<file path="config.mk">
export PLATFORM = sky130hd
export DESIGN_NAME = imem_loader_flat
export DESIGN_NICKNAME = d
export VERILOG_FILES = /design/src/rtl/imem_loader_if.sv /design/src/rtl/imem_loader.sv /design/src/flat_wrapper.sv
export SDC_FILE = /design/constraint.sdc
export NUM_CORES = 1
export LEC_CHECK = 0
export CAP_MARGIN = 10
export CELL_PAD_IN_SITES_DETAIL_PLACEMENT = 0
export CELL_PAD_IN_SITES_GLOBAL_PLACEMENT = 1
export CORE_MARGIN = 5
export CORE_UTILIZATION = 39
export DETAILED_ROUTE_END_ITERATION = 6
export GPL_ROUTABILITY_DRIVEN = 1
export PLACE_DENSITY_LB_ADDON = 0.1
export SLEW_MARGIN = 20
export SYNTH_ARGS = -nofsm -noshare
export SYNTH_HDL_FRONTEND = slang
export SYNTH_SLANG_ARGS = --single-unit
</file>
<file path="constraint.sdc">
create_clock -name clk -period 4.4 [get_ports clk]
set_clock_uncertainty 0.05 [all_clocks]
set_input_delay 0.88 -clock clk [delete_from_list [all_inputs] [get_ports clk]]
set_output_delay 0.88 -clock clk [all_outputs]
set_load 0.01 [all_outputs]
</file>
<file path="src/rtl/imem_loader_if.sv">
// rtl/imem_loader_if.sv - byte-stream, instruction-memory write and status signals of the boot loader
interface imem_loader_if #(
  parameter int ADDR_W = 10
);
  logic [7:0]        rx_data;
  logic              rx_valid;
  logic              rx_ready;
  logic              reload;
  logic              imem_we;
  logic [ADDR_W-1:0] imem_addr;
  logic [31:0]       imem_wdata;
  logic              core_reset;
  logic              load_done;
  logic [1:0]        err_code;
  logic [15:0]       words_loaded;

  modport slave (
    input  rx_data, rx_valid, reload,
    output rx_ready, imem_we, imem_addr, imem_wdata,
           core_reset, load_done, err_code, words_loaded
  );

  modport master (
    output rx_data, rx_valid, reload,
    input  rx_ready, imem_we, imem_addr, imem_wdata,
           core_reset, load_done, err_code, words_loaded
  );
endinterface

</file>
<file path="src/rtl/imem_loader.sv">
// rtl/imem_loader.sv - boot loader: length-prefixed byte stream to big-endian imem words, XOR-verified
module imem_loader #(
  parameter int ADDR_W  = 10,
  parameter int TIMEOUT = 1000
) (
  input logic          clk,
  input logic          reset,
  imem_loader_if.slave io
);
  localparam int          TW    = $clog2(TIMEOUT + 1);
  localparam logic [16:0] DEPTH = 17'(1) << ADDR_W;

  typedef enum logic [2:0] {
    S_IDLE, S_LEN_LO, S_DATA, S_CHECK, S_DONE, S_ERROR
  } state_t;

  state_t            state_q;
  logic [15:0]       len_q;
  logic [7:0]        xor_q;
  logic [23:0]       asm_q;
  logic [1:0]        byte_cnt_q;
  logic [TW-1:0]     timer_q;
  logic              rx_ready_q;
  logic              imem_we_q;
  logic [ADDR_W-1:0] imem_addr_q;
  logic [31:0]       imem_wdata_q;
  logic              core_reset_q;
  logic              load_done_q;
  logic [1:0]        err_q;
  logic [15:0]       words_q;

  // reload wins over a byte offered in the same cycle
  logic        xfer;
  logic [15:0] len_n;
  logic [15:0] words_inc;
  assign xfer      = io.rx_valid && rx_ready_q && !io.reload;
  assign len_n     = {len_q[15:8], io.rx_data};
  assign words_inc = words_q + 16'd1;

  always_ff @(posedge clk or posedge reset) begin
    if (reset) begin
      state_q      <= S_IDLE;
      len_q        <= '0;
      xor_q        <= '0;
      asm_q        <= '0;
      byte_cnt_q   <= '0;
      timer_q      <= '0;
      rx_ready_q   <= 1'b1;
      imem_we_q    <= 1'b0;
      imem_addr_q  <= '0;
      imem_wdata_q <= '0;
      core_reset_q <= 1'b1;
      load_done_q  <= 1'b0;
      err_q        <= 2'b00;
      words_q      <= '0;
    end else begin
      imem_we_q <= 1'b0;
      if (io.reload) begin
        state_q      <= S_IDLE;
        xor_q        <= '0;
        asm_q        <= '0;
        byte_cnt_q   <= '0;
        timer_q      <= '0;
        rx_ready_q   <= 1'b1;
        imem_addr_q  <= '0;
        core_reset_q <= 1'b1;
        load_done_q  <= 1'b0;
        err_q        <= 2'b00;
        words_q      <= '0;
      end else if (xfer) begin
        timer_q <= '0;
        xor_q   <= xor_q ^ io.rx_data;
        case (state_q)
          S_IDLE: begin
            len_q   <= {io.rx_data, 8'h00};
            state_q <= S_LEN_LO;
          end
          S_LEN_LO: begin
            len_q <= len_n;
            if ({1'b0, len_n} > DEPTH) begin
              state_q    <= S_ERROR;
              err_q      <= 2'b01;
              rx_ready_q <= 1'b0;
            end else if (len_n == 16'd0) begin
              state_q <= S_CHECK;
            end else begin
              state_q <= S_DATA;
            end
          end
          S_DATA: begin
            asm_q      <= {asm_q[15:0], io.rx_data};
            byte_cnt_q <= byte_cnt_q + 2'd1;
            if (byte_cnt_q == 2'd3) begin
              imem_we_q    <= 1'b1;
              imem_addr_q  <= words_q[ADDR_W-1:0];
              imem_wdata_q <= {asm_q, io.rx_data};
              words_q      <= words_inc;
              if (words_inc == len_q) state_q <= S_CHECK;
            end
          end
          S_CHECK: begin
            rx_ready_q <= 1'b0;
            if (io.rx_data == xor_q) begin
              state_q      <= S_DONE;
              load_done_q  <= 1'b1;
              core_reset_q <= 1'b0;
            end else begin
              state_q <= S_ERROR;
              err_q   <= 2'b10;
            end
          end
          default: ;
        endcase
      end else if (state_q inside {S_LEN_LO, S_DATA, S_CHECK}) begin
        // idle cycles only count once a load has started
        if (timer_q == TW'(TIMEOUT - 1)) begin
          state_q    <= S_ERROR;
          err_q      <= 2'b11;
          rx_ready_q <= 1'b0;
        end else begin
          timer_q <= timer_q + 1'b1;
        end
      end
    end
  end

  assign io.rx_ready     = rx_ready_q;
  assign io.imem_we      = imem_we_q;
  assign io.imem_addr    = imem_addr_q;
  assign io.imem_wdata   = imem_wdata_q;
  assign io.core_reset   = core_reset_q;
  assign io.load_done    = load_done_q;
  assign io.err_code     = err_q;
  assign io.words_loaded = words_q;
endmodule

</file>
<file path="src/flat_wrapper.sv">
// flat-port wrapper written by rule: the top's interface ports become plain ports
module imem_loader_flat 
#(
  parameter int ADDR_W  = 10,
  parameter int TIMEOUT = 1000
)
  (clk, reset, io_rx_data, io_rx_valid, io_reload, io_rx_ready, io_imem_we, io_imem_addr, io_imem_wdata, io_core_reset, io_load_done, io_err_code, io_words_loaded);
  imem_loader_if #(.ADDR_W(ADDR_W)) io_i ();
  input logic clk;
  input logic reset;
  input wire logic [$bits(io_i.rx_data)-1:0] io_rx_data;
  input wire logic [$bits(io_i.rx_valid)-1:0] io_rx_valid;
  input wire logic [$bits(io_i.reload)-1:0] io_reload;
  output wire logic [$bits(io_i.rx_ready)-1:0] io_rx_ready;
  output wire logic [$bits(io_i.imem_we)-1:0] io_imem_we;
  output wire logic [$bits(io_i.imem_addr)-1:0] io_imem_addr;
  output wire logic [$bits(io_i.imem_wdata)-1:0] io_imem_wdata;
  output wire logic [$bits(io_i.core_reset)-1:0] io_core_reset;
  output wire logic [$bits(io_i.load_done)-1:0] io_load_done;
  output wire logic [$bits(io_i.err_code)-1:0] io_err_code;
  output wire logic [$bits(io_i.words_loaded)-1:0] io_words_loaded;
  assign io_i.rx_data = io_rx_data;
  assign io_i.rx_valid = io_rx_valid;
  assign io_i.reload = io_reload;
  assign io_rx_ready = io_i.rx_ready;
  assign io_imem_we = io_i.imem_we;
  assign io_imem_addr = io_i.imem_addr;
  assign io_imem_wdata = io_i.imem_wdata;
  assign io_core_reset = io_i.core_reset;
  assign io_load_done = io_i.load_done;
  assign io_err_code = io_i.err_code;
  assign io_words_loaded = io_i.words_loaded;
  imem_loader #(.ADDR_W(ADDR_W), .TIMEOUT(TIMEOUT)) u_core (.clk(clk), .reset(reset), .io(io_i));
endmodule
</file>
Word-level counts from Yosys, hierarchy flattened. Index checks and enable logic that the tools add are counted.

Add/subtract/negate cells: 3. Mux-type cells: 56. Eq/ne operators: 14. Bitwise gates (word level): 3. Reduce and logical (&&, ||, !) cells: 24. Order comparisons: 1.

Operators with widths (number): $mux W10 (8); $mux W24 (3); $mux W16 (4); $pmux W16 S2 (1); $mux W3 (7); $ne A4 B4 Y1 const B (5); $mux W1 (19); $mux W2 (9); $add A16 B1 Y16 const B (1); $eq A16 B16 Y1 (1); $gt A16 B11 Y1 const B (1); $logic_not A16 Y1 (1); $mux W8 (2); $pmux W3 S4 (1); $reduce_and A4 Y1 (3); $reduce_bool A2 Y1 (6); $add A10 B1 Y10 const B (1); $eq A10 B10 Y1 const B (1); $reduce_and A5 Y1 (2); $reduce_and A3 Y1 (3); $reduce_bool A3 Y1 (3); $eq A8 B8 Y1 (1); $xor A8 B8 Y8 (1); $eq A3 B2 Y1 const B (2); 12 further kinds (15).

Output and inout port bits: 64. Bits in registers: 127. Logic and storage cells: 116.

Logic depth before layout (Yosys ltp).
Word-level depth: 7. Depth in mapped cells: 10.

Worst setup path after synthesis. Ideal clock, no wire load.

Kind: input to register. From: input port io_rx_valid. To: register u_core.imem_wdata_q[12] (netlist: u_core.io.imem_wdata[12]). Path buffers: 2. Cell stages on the path: 7. Data required time: 4225 ps. Data arrival time: 2225 ps. Path slack: 2001 ps. Library setup time: 125 ps. Cell sequence: and3b_2 and3_1 buf_2 nand2_1 nor2_2 buf_4 mux2_2.

Word-level cells in the longest chain between the ends: 3.

Ends and longest elaborated chain: start: declaration (line flat_wrapper.sv:12) `input wire logic [$bits(io_i.rx_valid)-1:0] io_rx_valid;`; $logic_and A1 B1 Y1 (2 in series) (line imem_loader.sv:36) `assign xfer = io.rx_valid && rx_ready_q && !io.reload;`; $reduce_and A4 Y1 (no line); end signal: assignment (line imem_loader.sv:96) `imem_wdata_q <= {asm_q, io.rx_data};`; end: declaration (line imem_loader.sv:26) `logic [31:0] imem_wdata_q;`.

No other way between the ends. A chain may end at the register's enable or synchronous reset.

Final worst setup path.
From: input port io_rx_valid. To: register u_core.err_q[1] (netlist: u_core.io.err_code[1]).

Word-level cells in the longest chain between the ends: 4. Elaborated cells on any way between the ends: 10. Those cells by class: 3 x eq/ne; 2 x mux; 5 x reduce/logical.

Ends and longest elaborated chain: $logic_and A1 B1 Y1 * (2 in series) (line imem_loader.sv:36); $ne A4 B4 Y1 (no line) (tied with other cells); $reduce_and A5 Y1 (no line) or $mux W2 (tied branches); end signal: assignment (line imem_loader.sv:54) `err_q <= 2'b00;`; end signal: assignment (line imem_loader.sv:68) `err_q <= 2'b00;`; end signal: assignment (line imem_loader.sv:82) `err_q <= 2'b01;`; end: declaration (line imem_loader.sv:29) `logic [1:0] err_q;`.

Mark *: on every way between the ends. The rest lies on a longest branch, timed or not.

==> impl_metrics.env <==
export IMPL_outcome="complete, no violations"
export IMPL_overflow=0
export IMPL_hold_worst_slack_ns=0.410
export IMPL_p_int_mw=2.13
export IMPL_synthCells=589
export IMPL_antenna_found_initial=0
export IMPL_tightest_slew_ns=1.05
export IMPL_first_pass_iters=4
export IMPL_synth_edff_count=0
export IMPL_mostFrequentLayoutCells="dfrtp_1, nand2_1, clkdlybuf4s50_1, nor2_1, a21oi_1"
export IMPL_via_per_inst=5.18
export IMPL_critical_path_required_ns=4.65
export IMPL_final_util_pct=49.2
export IMPL_critPathKind="primary input to register"
export IMPL_htreeDepth=4
export IMPL_die_area_sq_um=17800
export IMPL_arrival_ns=3.15
export IMPL_drtIter0Drc=211
export IMPL_gp_congestion=0.857
export IMPL_post_dp_hpwl_microns=9650
export IMPL_critPathLaunch="io_rx_valid"
export IMPL_clock_power_share_pct=48.2
export IMPL_seq_power_share_pct=44.4
export IMPL_first_global_vias=4399
export IMPL_relSlewSlack_pct=29.9
export IMPL_finalPower_mw=2.81
export IMPL_ys_seq_area_share_pct=53.4
export IMPL_cap_violations=0
export IMPL_cts_made_buffers=17
export IMPL_switching_share_pct=24.2
export IMPL_drive_gt1_share_pct=12.8
export IMPL_fmax_mhz=345
export IMPL_drc_errors=0
export IMPL_r2r_cells=7
export IMPL_synth_main_ff_cell="dfrtp_1"
export IMPL_synthToLayoutAreaGrowth_pct=24.6
export IMPL_setup_viol=0
export IMPL_cts_tree="done"
export IMPL_crit_path_end_kind="register"
export IMPL_period_needed_ns=2.90
export IMPL_layout_commonest_cell="dfrtp_1"
export IMPL_die_h_microns=134
export IMPL_dieWidth_microns=134
export IMPL_netlist_area_sq_um=5960
export IMPL_fin_ws_ns=1.50
export IMPL_hold_depth=2
export IMPL_p_per_area_nw_per_um2=378
export IMPL_synth_warnings=0
export IMPL_row_count=45
export IMPL_rsz0062_at_grt="no"
export IMPL_leakage_nw=3.14
export IMPL_synth_top_cell_by_area="dfrtp_1"
export IMPL_post_place_ws_ns=1.05
export IMPL_cts_root_buf="clkbuf_16"
export IMPL_postCtsSetupBuffers=0
export IMPL_period_share_pct=66.0
export IMPL_combPwrFrac_pct=7.5
export IMPL_start_util_pct=39.5
export IMPL_grt_pass1_wl_microns=23700
export IMPL_switchingPower_mw=0.680
export IMPL_grt_util_all_layers_pct=16.7
export IMPL_timing_rr_end="u_core.io.err_code[1]"
export IMPL_clk_path_buf_depth=2
export IMPL_avgSynthCellArea_sq_um=10.1
export IMPL_cp_max_fo=12
export IMPL_final_hold_viol_count=0
export IMPL_post_cts_resized=0
export IMPL_yosys_area_top_type_share_pct=52.5
export IMPL_peakVddDrop_uv=240
export IMPL_wirelength_microns=14000
export IMPL_cts_sinks=127
export IMPL_fin_setup_tns_ns=0
export IMPL_final_max_slew_viol_count=0
export IMPL_clkTransAtPathRegs_ns=0.05
export IMPL_diodes=0
export IMPL_io_buffers=75
export IMPL_rrSetupSlack_ns=1.91
export IMPL_vias=4453
export IMPL_core_sq_um=15100
export IMPL_cts_hold_buf=0
export IMPL_min_from="u_core.io.core_reset"
export IMPL_hold_path_class="register to register"
export IMPL_clkLatencyLatePin_ns=0.41
export IMPL_rr_startpoint="u_core.io.rx_ready"
export IMPL_ios=76
export IMPL_wire_per_inst_microns=16.3
export IMPL_fillers=1405
export IMPL_grt_max_degree=60
export IMPL_syn_num_nets=604
export IMPL_nets=673
export IMPL_worstSetupStartpointType="primary input"
export IMPL_synth_top_cells_by_area="dfrtp_1, nand2_1, mux2_2, xnor2_1, xor2_1"
export IMPL_ys_types=52
export IMPL_holdPathEnd="u_core.io.core_reset"
export IMPL_ys_ff_latch=127
export IMPL_antenna_left=0
export IMPL_async_flop_share_pct=100
[worst max path at each step]
stage	endpoint	slack (ns)	depth (start not counted)
4_1_cts	u_core.io.err_code[1]	1.49	8
3_3_place_gp	u_core.io.err_code[1]	1.07	8
6_report	u_core.io.err_code[1]	1.50	8
5_1_grt	u_core.io.err_code[1]	1.24	8
2_1_floorplan	u_core.asm_q[0]	0.09	1
3_5_place_dp	u_core.io.err_code[1]	1.05	8
[critical path, stage by stage]
cell	delay [ns]
clkdlybuf4s50_1	0.49
and2_1	0.42
nand2b_1	0.20
nor3_2	0.46
nand3_1	0.16
o22ai_2	0.25
o22ai_1	0.11
a22o_1	0.18
[sequential cells by signal, summed over array words and instances, names as in the netlist, 2 cells and up]
signal	cells
u_core.byte_cnt_q	2
u_core.asm_q	24
u_core.io.words_loaded	16
u_core.io.imem_wdata	32
u_core.io.err_code	2
u_core.io.imem_addr	10
u_core.xor_q	8
u_core.state_q	3
u_core.len_q	16
u_core.timer_q	10
[Yosys cell counts (4+ instances only)]
master and count:
a21oi_1 43, nand3_1 20, mux2_1 4, xor2_1 30, mux2_2 36, buf_4 8
or3_1 9, o211ai_1 4, clkbuf_1 14, nor2_1 45, nand2_1 122, nor4_1 6
and3_1 5, inv_1 8, dfrtp_1 125, nor3_1 9, o21ai_0 5, xnor2_1 31
buf_2 7, nand4_1 8
[power by group through the flow]
stage | combinational, mW | sequential, mW | clock (mW)
after global placement | 0.207 | 1.27 | 0
final | 0.210 | 1.25 | 1.35
after CTS | 0.213 | 1.25 | 1.38
after global routing | 0.237 | 1.25 | 1.45
after floorplan | 0.150 | 1.25 | 0
after detailed placement | 0.212 | 1.27 | 0
[area by class of cell]
type	count	area, sq um	share of cell area (%)
multi-input cells	422	2590	34.9
repair buffers	82	811	10.9
inverters	8	32.5	0.438
flip-flops and latches	127	3180	42.8
clock inverters	13	140	1.89
well taps	188	235	3.17
clock buffers	19	433	5.83
[metrics by stage]
step	std cells	instance area, sq um
after global routing	859	7430
after detailed placement	827	6850
after CTS	859	7430
after floorplan	589	5960
after global placement	827	6850
final	859	7430
[metal layers]
metal  up-vias  part of all wire (%)  track usage (%)
li1       2136                     -                -
met1      2193                    49             23.7
met2       105                    45             24.9
met3        19                   4.1             3.81
met4         0                   1.6             6.34
met5         -                     0                0
[cell families (layout without fill, tap and decap cells)]
group,count (synthesis),in the layout,synth area share [%]
mux,42,42,7.90
xor+xnor,61,61,8.97
compound gates,70,70,6.95
fa+ha+maj,3,3,0.630
flops,127,127,53.4
buf+inv,40,122,3.17
simple gates,246,246,19.0
Note: power is estimated with default switching activity, not from simulation.
